### src/rtl/chan_pkg.sv
// Shared constants and helpers for the parity receive channel.
package chan_pkg;

   localparam int PAR_EVEN   = 0;
   localparam int PAR_ODD    = 1;
   localparam int DEF_DATA_W = 9;

   // Increment that sticks at the all-ones value of a counter 'width' bits wide.
   function automatic logic [31:0] sat_inc(input logic [31:0] value, input int width);
      logic [31:0] max_val;
      max_val = (width >= 32) ? 32'hFFFF_FFFF : ((32'd1 << width) - 32'd1);
      return (value >= max_val) ? value : value + 32'd1;
   endfunction

endpackage

### src/rtl/parity_rx_channel_if.sv
// Receive strobe/word input and valid/ready output handshake of the parity channel.
interface parity_rx_channel_if #(
   parameter int DATA_W = chan_pkg::DEF_DATA_W
);
   logic              rx_stb;
   logic [DATA_W:0]   rx_word;
   logic              out_valid;
   logic              out_ready;
   logic [DATA_W-1:0] out_data;

   modport master (
      output rx_stb, rx_word, out_ready,
      input  out_valid, out_data
   );

   modport slave (
      input  rx_stb, rx_word, out_ready,
      output out_valid, out_data
   );
endinterface

### src/rtl/chan_fifo.sv
// Synchronous FIFO with a registered head word; the head register is refilled
// from storage (or straight from the push data) on every edge.
module chan_fifo import chan_pkg::*; #(
   parameter int DATA_W = DEF_DATA_W,
   parameter int DEPTH  = 4
) (
   input  logic                     clk,
   input  logic                     clr_n,
   input  logic                     push,
   input  logic [DATA_W-1:0]        push_data,
   input  logic                     pop,
   output logic                     full,
   output logic                     empty,
   output logic [$clog2(DEPTH):0]   count,
   output logic [DATA_W-1:0]        head
);

   localparam int AW = $clog2(DEPTH);
   localparam int CW = AW + 1;

   logic [DATA_W-1:0] mem [DEPTH];
   logic [AW-1:0]     wr_ptr_reg, rd_ptr_reg, rd_ptr_next;
   logic [CW-1:0]     count_reg, count_next, remain;
   logic [DATA_W-1:0] head_reg, head_next;
   logic              push_ok, pop_ok;

   assign full    = (count_reg == CW'(DEPTH));
   assign empty   = (count_reg == '0);
   assign pop_ok  = pop && !empty;
   // A pop on the same edge frees the slot, so a full FIFO still accepts.
   assign push_ok = push && (!full || pop_ok);

   assign count = count_reg;
   assign head  = head_reg;

   always_comb begin
      rd_ptr_next = rd_ptr_reg + AW'(pop_ok);
      count_next  = count_reg + CW'(push_ok) - CW'(pop_ok);
      remain      = count_reg - CW'(pop_ok);
      head_next   = head_reg;
      if (remain != '0)
         head_next = mem[rd_ptr_next];
      else if (push_ok)
         head_next = push_data;
   end

   always_ff @(posedge clk) begin
      if (push_ok)
         mem[wr_ptr_reg] <= push_data;
   end

   always_ff @(posedge clk or negedge clr_n) begin
      if (!clr_n) begin
         wr_ptr_reg <= '0;
         rd_ptr_reg <= '0;
         count_reg  <= '0;
         head_reg   <= '0;
      end else begin
         if (push_ok)
            wr_ptr_reg <= wr_ptr_reg + AW'(1);
         rd_ptr_reg <= rd_ptr_next;
         count_reg  <= count_next;
         head_reg   <= head_next;
      end
   end

endmodule

### src/rtl/parity_rx_channel.sv
// Parity/sequence-checking receive channel: capture stage, check stage and an
// output FIFO with saturating error counters and a sticky overflow flag.
module parity_rx_channel import chan_pkg::*; #(
   parameter int DATA_W     = DEF_DATA_W,
   parameter int PARITY_ODD = PAR_EVEN,
   parameter int SEQ_CHECK  = 1,
   parameter int DEPTH      = 4,
   parameter int CNT_W      = 8
) (
   input  logic                   clk,
   input  logic                   clr_n,
   parity_rx_channel_if.slave     bus,
   output logic [$clog2(DEPTH):0] fifo_count,
   output logic [CNT_W-1:0]       par_err_cnt,
   output logic [CNT_W-1:0]       seq_err_cnt,
   output logic                   overflow
);

   localparam logic PAR_BIT = (PARITY_ODD != 0);
   localparam logic SEQ_EN  = (SEQ_CHECK != 0);

   logic              cap_vld_reg;
   logic [DATA_W:0]   cap_word_reg;
   logic              armed_reg;
   logic [DATA_W-1:0] expected_reg;
   logic [CNT_W-1:0]  par_cnt_reg, par_cnt_next;
   logic [CNT_W-1:0]  seq_cnt_reg, seq_cnt_next;
   logic              overflow_reg;

   logic [DATA_W-1:0] cap_data;
   logic              parity_ok, good, bad, seq_break;
   logic              fifo_full, fifo_empty, pop;

   assign cap_data  = cap_word_reg[DATA_W-1:0];
   assign parity_ok = ((^cap_word_reg) == PAR_BIT);
   assign good      = cap_vld_reg && parity_ok;
   assign bad       = cap_vld_reg && !parity_ok;
   assign seq_break = good && SEQ_EN && armed_reg && (cap_data != expected_reg);
   assign pop       = bus.out_ready && !fifo_empty;

   always_comb begin
      par_cnt_next = par_cnt_reg;
      seq_cnt_next = seq_cnt_reg;
      if (bad)
         par_cnt_next = CNT_W'(sat_inc(32'(par_cnt_reg), CNT_W));
      if (seq_break)
         seq_cnt_next = CNT_W'(sat_inc(32'(seq_cnt_reg), CNT_W));
   end

   always_ff @(posedge clk or negedge clr_n) begin
      if (!clr_n) begin
         cap_vld_reg  <= 1'b0;
         cap_word_reg <= '0;
         armed_reg    <= 1'b0;
         expected_reg <= '0;
         par_cnt_reg  <= '0;
         seq_cnt_reg  <= '0;
         overflow_reg <= 1'b0;
      end else begin
         cap_vld_reg <= bus.rx_stb;
         if (bus.rx_stb)
            cap_word_reg <= bus.rx_word;
         par_cnt_reg <= par_cnt_next;
         seq_cnt_reg <= seq_cnt_next;
         // Only words that pass parity advance the sequence tracker.
         if (good) begin
            expected_reg <= cap_data + DATA_W'(1);
            armed_reg    <= 1'b1;
         end
         if (good && fifo_full && !pop)
            overflow_reg <= 1'b1;
      end
   end

   chan_fifo #(
      .DATA_W (DATA_W),
      .DEPTH  (DEPTH)
   ) u_fifo (
      .clk       (clk),
      .clr_n     (clr_n),
      .push      (good),
      .push_data (cap_data),
      .pop       (pop),
      .full      (fifo_full),
      .empty     (fifo_empty),
      .count     (fifo_count),
      .head      (bus.out_data)
   );

   assign bus.out_valid = !fifo_empty;
   assign par_err_cnt   = par_cnt_reg;
   assign seq_err_cnt   = seq_cnt_reg;
   assign overflow      = overflow_reg;

endmodule

### src/flat_wrapper.sv
// flat-port wrapper written by rule: the top's interface ports become plain ports
module parity_rx_channel_flat import chan_pkg::*;
#(
   parameter int DATA_W     = DEF_DATA_W,
   parameter int PARITY_ODD = PAR_EVEN,
   parameter int SEQ_CHECK  = 1,
   parameter int DEPTH      = 4,
   parameter int CNT_W      = 8
)
  (clk, clr_n, fifo_count, par_err_cnt, seq_err_cnt, overflow, bus_rx_stb, bus_rx_word, bus_out_ready, bus_out_valid, bus_out_data);
  parity_rx_channel_if #(.DATA_W(DATA_W)) bus_i ();
  input  logic clk;
  input  logic clr_n;
  output logic [$clog2(DEPTH):0] fifo_count;
  output logic [CNT_W-1:0] par_err_cnt;
  output logic [CNT_W-1:0] seq_err_cnt;
  output logic overflow;
  input wire logic [$bits(bus_i.rx_stb)-1:0] bus_rx_stb;
  input wire logic [$bits(bus_i.rx_word)-1:0] bus_rx_word;
  input wire logic [$bits(bus_i.out_ready)-1:0] bus_out_ready;
  output wire logic [$bits(bus_i.out_valid)-1:0] bus_out_valid;
  output wire logic [$bits(bus_i.out_data)-1:0] bus_out_data;
  assign bus_i.rx_stb = bus_rx_stb;
  assign bus_i.rx_word = bus_rx_word;
  assign bus_i.out_ready = bus_out_ready;
  assign bus_out_valid = bus_i.out_valid;
  assign bus_out_data = bus_i.out_data;
  parity_rx_channel #(.DATA_W(DATA_W), .PARITY_ODD(PARITY_ODD), .SEQ_CHECK(SEQ_CHECK), .DEPTH(DEPTH), .CNT_W(CNT_W)) u_core (.clk(clk), .clr_n(clr_n), .bus(bus_i), .fifo_count(fifo_count), .par_err_cnt(par_err_cnt), .seq_err_cnt(seq_err_cnt), .overflow(overflow));
endmodule
### config.mk
export PLATFORM = sky130hd
export DESIGN_NAME = parity_rx_channel_flat
export DESIGN_NICKNAME = d
export VERILOG_FILES = /design/src/rtl/chan_pkg.sv /design/src/rtl/parity_rx_channel_if.sv /design/src/rtl/chan_fifo.sv /design/src/rtl/parity_rx_channel.sv /design/src/flat_wrapper.sv
export SDC_FILE = /design/constraint.sdc
export NUM_CORES = 1
export LEC_CHECK = 0
export CORE_ASPECT_RATIO = 0.8
export CORE_MARGIN = 3
export CORE_UTILIZATION = 60
export DETAILED_ROUTE_END_ITERATION = 6
export GPL_TIMING_DRIVEN = 0
export PLACE_DENSITY_LB_ADDON = 0.05
export REMOVE_ABC_BUFFERS = 1
export SLEW_MARGIN = 20
export SYNTH_ARGS = -nofsm -noshare
export SYNTH_HDL_FRONTEND = slang
export SYNTH_HIERARCHICAL = 1
export SYNTH_SLANG_ARGS = --single-unit
### constraint.sdc
create_clock -name clk -period 5.9 [get_ports clk]
set_input_delay 1.18 -clock clk [delete_from_list [all_inputs] [get_ports clk]]
set_output_delay 1.18 -clock clk [all_outputs]
set_load 0.01 [all_outputs]
# ---- Word level (Yosys, flattened, before mapping)
# Memory sizes are Yosys's and may differ from the RTL's.
# Cells that the tools add are included.
dict set report totals {
  reg_bits 54
  ram_bits 36
  in_bits 14
  out_inout_bits 30
  elab_cells 50
  mem_count 1
}
# memory depth word_bits read_ports rd_clocked_by_memory_dff write_ports line_no
set memory_table {}
lappend memory_table {u_core.u_fifo.mem 4 9 1 0 1 chan_fifo.sv:21} ;# logic [DATA_W-1:0] mem [DEPTH];
dict set report classes {
  n_addsub 8
  magnitude_cmp 2
  eq_ne 2
  muxes 4
  bitwise 3
  reduce_logical 19
}
# operator count
set op_table {}
lappend op_table {{9-bit 2-to-1 mux} 2}
lappend op_table {{8-bit by 1-bit adder with 8-bit output, second input constant} 2}
lappend op_table {{8-bit greater-or-equal comparator, second input constant} 2}
lappend op_table {{10-bit parity} 1}
lappend op_table {{9-bit by 1-bit adder with 9-bit output, second input constant} 1}
lappend op_table {{1-bit logical AND} 9}
lappend op_table {{9-bit != test} 1}
lappend op_table {{3-bit by 1-bit subtractor with 3-bit output} 2}
lappend op_table {{2-bit AND reduction} 2}
lappend op_table {{3-bit by 1-bit adder with 3-bit output} 1}
lappend op_table {{3-bit equality test, second input constant} 1}
lappend op_table {{1-bit logical NOT} 3}
lappend op_table {{3-bit logical NOT} 1}
lappend op_table {{1-bit NOT} 3}
lappend op_table {{3-bit nonzero test} 1}
lappend op_table {{2-bit by 1-bit adder with 2-bit output} 1}
lappend op_table {{2-bit by 1-bit adder with 2-bit output, second input constant} 1}
lappend op_table {{1-bit 2-to-1 mux} 2}
lappend op_table {{2-bit nonzero test} 1}
lappend op_table {{1-bit logical OR} 1}

# ---- Longest topological paths before layout
dict set report depth {
  depth_word 8
  depth_mapped 15
  mapped_depth_nobuf 12
}

# ---- By module
# The synthesis kept the hierarchy.
# module instances cells_per_inst area_each_um2 seq_area_each_um2
set modules_own_cells {}
lappend modules_own_cells {chan_fifo 1 130 2203.4 1481.4}
lappend modules_own_cells {parity_rx_channel 1 157 1848.0 950.9}

# ---- Worst setup path before layout
# OpenSTA, ideal clock, no wires.
dict set report synth_timing {
  kind {register -> register}
  from {register u_core.cap_word_reg[6]}
  to {register u_core.u_fifo.count_reg[2] (netlist: u_core/u_fifo/count[2])}
  setup_ps 132
  arrival_ps 3308
  required_time_ps 5768
  slack_ps 2460
  stages_incl_launch_ff 16
  n_path_buf 3
  period_less_slack_ps 3440
  cell_sequence {dfrtp_1 -> ha_1 -> xor2_1 -> xnor3_1 -> nand2_2 -> clkbuf_1 -> inv_1 -> clkbuf_1 -> clkbuf_1 -> nor2_1 -> o21bai_1 -> ha_1 -> inv_1 -> fa_1 -> xnor2_1 -> xnor2_1}
}
dict set report synth_between {
  elab_chain_len 6
}
# item line_no
set synth_lines {}
lappend synth_lines {{start, declared} parity_rx_channel.sv:23} ;# logic [DATA_W:0] cap_word_reg;
lappend synth_lines {{start signal, assigned} parity_rx_channel.sv:62} ;# cap_word_reg <= bus.rx_word;
lappend synth_lines {{10-bit parity} parity_rx_channel.sv:35} ;# assign parity_ok = ((^cap_word_reg) == PAR_BIT);
lappend synth_lines {{1-bit NOT} parity_rx_channel.sv:35}
lappend synth_lines {{1-bit logical AND} parity_rx_channel.sv:36} ;# assign good = cap_vld_reg && parity_ok;
lappend synth_lines {{net u_core.good} parity_rx_channel.sv:31} ;# logic parity_ok, good, bad, seq_break;
lappend synth_lines {{1-bit logical AND} chan_fifo.sv:31} ;# assign push_ok = push && (!full || pop_ok);
lappend synth_lines {{3-bit by 1-bit adder with 3-bit output} chan_fifo.sv:38} ;# count_next = count_reg + CW'(push_ok) - CW'(pop_ok);
lappend synth_lines {{3-bit by 1-bit subtractor with 3-bit output} chan_fifo.sv:38}
lappend synth_lines {{net u_core.u_fifo.count_next[2]} chan_fifo.sv:23} ;# logic [CW-1:0] count_reg, count_next, remain;
lappend synth_lines {{end signal, assigned} chan_fifo.sv:62} ;# count_reg <= count_next;
lappend synth_lines {{end, declared} chan_fifo.sv:23}
# The timed path passes the listed nets, and every way through them passes these cells.
# A chain may end at the register's enable or synchronous reset.

# ---- Worst setup path in the final report
dict set report layout_timing {
  from {register u_core.cap_word_reg[0]}
  to {register u_core.u_fifo.count_reg[2] (netlist: u_core/u_fifo/count[2])}
}
# The elaborated chain is that of the path after synthesis.

==> results_dict.tcl <==
set metrics [dict create \
    peakVddDrop_mv 0.291 \
    numCtsBuffers 9 \
    htreeDepth 3 \
    setup_viol 0 \
    largest_register_ff_count 36 \
    post_cts_resized 0 \
    rows 26 \
    dp_hpwl_um 4890 \
    routedWlPerCell_um 17.1 \
    hold_buffers 0 \
    clk_pin_slew_ns 0.09 \
    syn_avg_cell_area_um2 14.1 \
    grt_pass1_wl_um 12400 \
    firstDrtPassIters 5 \
    synthFlopType "dfrtp_1" \
    power.density_nw_per_um2 514 \
    setup.worst_path.end_class "flop" \
    cts_setup_buffers 0 \
    ys_warn_count 6 \
    cts_root_buf "clkbuf_8" \
    synth_top_area_share 0.334 \
    overflow 0 \
    area_growth_pct 17.4 \
    drtAntennaViolNets 0 \
    synth_cells 287 \
    drtIter0Drc 133 \
    slew_headroom 0.316 \
    yosys.area.top_type "dfrtp_1" \
    grt_pass1_vias 2531 \
    fin_area_um2 4760 \
    nNetsFinal 359 \
    post-route-drc-count 0 \
    holdPathEnd "u_core/overflow$_DFFE_PN0P_" \
    synth-edff-count 36 \
    antenna_cells 0 \
    whs_path_depth 2 \
    synth-seq-cells 90 \
    cts.sinks 90 \
    worstHoldStart "u_core/overflow$_DFFE_PN0P_" \
    hold_path.class "reg -> reg" \
    min_period_ns 3.62 \
    die_area_um2 7780 \
    final_common_cell "dfrtp_1" \
    tightestPinTransition_ns 1.02 \
    r2r-start "u_core/cap_word_reg[0]$_DFFE_PN0P_" \
    io_buffers 43 \
    pin_count 44 \
    gp_congestion 0.759 \
    fp.dieW_um 97.9 \
    critPathArrivalTime_ns 3.86 \
    finalHoldViolCount 0 \
    async_reset_ff_frac 0.600 \
    synth_cell_types 38 \
    cts_buffer_depth 2 \
    yosysSeqAreaShare 0.600 \
    slew_violations 0 \
    initial_utilization 0.626 \
    vias 2434 \
    layout-drive-gt1-share 0.143 \
    critPathKind "reg -> reg" \
    status "finished, final reports clean" \
    placed_area_um2 4540 \
    setup_tns_ns 0 \
    timing.reg2reg.setup_slack_ns 2.28 \
    synthesis.area_um2 4050 \
    critical_path_required_ns 6.13 \
    antenna_found_initial 0 \
    finClkSkew_ns 0.0168 \
    leakagePower_nw 1.85 \
    rr_endpoint "u_core/u_fifo/count[2]$_DFF_PN0_" \
    netlist_top_cells_area "dfrtp_1 33%, edfxtp_1 27%, mux4_2 5.0%" \
    grt_util_all_layers 0.204 \
    die_h_um 79.5 \
    cts_tree "built" \
    final_cell_mix "54 x dfrtp_1, 42 x clkdlybuf4s50_1, 36 x edfxtp_1" \
    insertion_delay_ns 0.35 \
    totalWireLength_um 7190 \
    fin_crit_sh 0.614 \
    vias_per_cell 5.80 \
    grt_max_degree 55 \
    reg2reg_depth 12 \
    cp_max_fo 27 \
    critPathLaunchType "flop" \
    core_area_um2 6470 \
    clock.fmax_mhz 276 \
    rsz0062_at_grt "false" \
    max_cap_violations 0 \
]
[worst max-delay path: stages (launching register included)]
cell and delay [ns]:
dfrtp_1 0.53, ha_1 0.39, xnor2_1 0.19, xnor3_1 0.40, nand2_2 0.38, inv_1 0.35, nor2_1 0.27, o21bai_1 0.14
ha_1 0.16, inv_1 0.05, fa_1 0.37, xnor2_1 0.15, xnor2_1 0.14
[synth_stat cells (5+ instances only)]
master and instances:
dfrtp_1 54, xor2_1 14, and3_1 5, o21ai_0 17
xnor2_1 22, mux4_2 9, mux2_2 16, inv_1 14
nand4_1 8, a2bb2oi_1 9, ha_1 13, nand2_1 17
edfxtp_1 36, a311oi_1 9
[metal layers]
| metal | share of wire | up-vias | track usage |
|---|---|---|---|
| met1 | 0.47 | 1222 | 0.280 |
| met5 | 0 | - | 0 |
| li1 | - | 1155 | - |
| met2 | 0.49 | 55 | 0.325 |
| met3 | 0.041 | 2 | 0.0533 |
| met4 | 0.0043 | 0 | 0.0622 |
[cell type report]
type / count / area, um^2
clock buffers: 11 / 153
clock inverters: 5 / 61.3
fillers: 454 / 1720
inverters: 14 / 52.6
multi-input cells: 173 / 1520
flip-flops and latches: 90 / 2430
well taps: 84 / 105
repair buffers: 43 / 428
[how the worst max path moves through the flow]
stage,cells past startpoint,to,slack (ns),from
2_1_floorplan,12,u_core/u_fifo/count[2]$_DFF_PN0_,2.71,u_core/cap_word_reg[6]$_DFFE_PN0P_
3_3_place_gp,1,u_core/seq_err_cnt[1]$_DFFE_PN0P_,1.94,clr_n
3_5_place_dp,8,u_core/u_fifo/head[1]$_DFFE_PN0P_,1.95,bus_out_ready
4_1_cts,12,u_core/u_fifo/count[2]$_DFF_PN0_,2.23,u_core/cap_word_reg[2]$_DFFE_PN0P_
5_1_grt,12,u_core/u_fifo/count[2]$_DFF_PN0_,1.84,u_core/cap_word_reg[2]$_DFFE_PN0P_
6_report,12,u_core/u_fifo/count[2]$_DFF_PN0_,2.28,u_core/cap_word_reg[0]$_DFFE_PN0P_
[through the flow]
step / utilization / cells / hold slack, ns / power [W] / setup slack (ns)
after global placement: 0.701 / 404 / 0.450 / 0.00200 / 1.94
after CTS: 0.735 / 420 / 0.480 / 0.00247 / 2.23
final: 0.735 / 420 / 0.478 / 0.00244 / 2.28
after detailed placement: 0.702 / 404 / 0.460 / 0.00204 / 1.95
after global routing: 0.735 / 420 / 0.503 / 0.00262 / 1.84
after floorplan: - / 277 / 0.454 / 0.00167 / 2.71
[logic make-up (layout without fill, tap and decap cells)]
family	Yosys count	after routing	synth area share
xor+xnor	37	37	0.0834
fa+ha+maj	14	14	0.0451
compound gates	41	41	0.0781
flops	90	90	0.600
simple gates	56	56	0.0735
buf+inv	24	73	0.0250
mux	25	25	0.0945
[power breakdown]
part | total (W) | internal, W | switching, W | leakage [nW]
registers | 0.00100 | 0.000849 | 0.000152 | 0.974
clock network | 0.000430 | 0.000223 | 0.000207 | 0.109
logic | 0.00101 | 0.000528 | 0.000485 | 0.771
total | 0.00244 | 0.00160 | 0.000844 | 1.85
No activity file was read; power rests on OpenSTA's default activity.
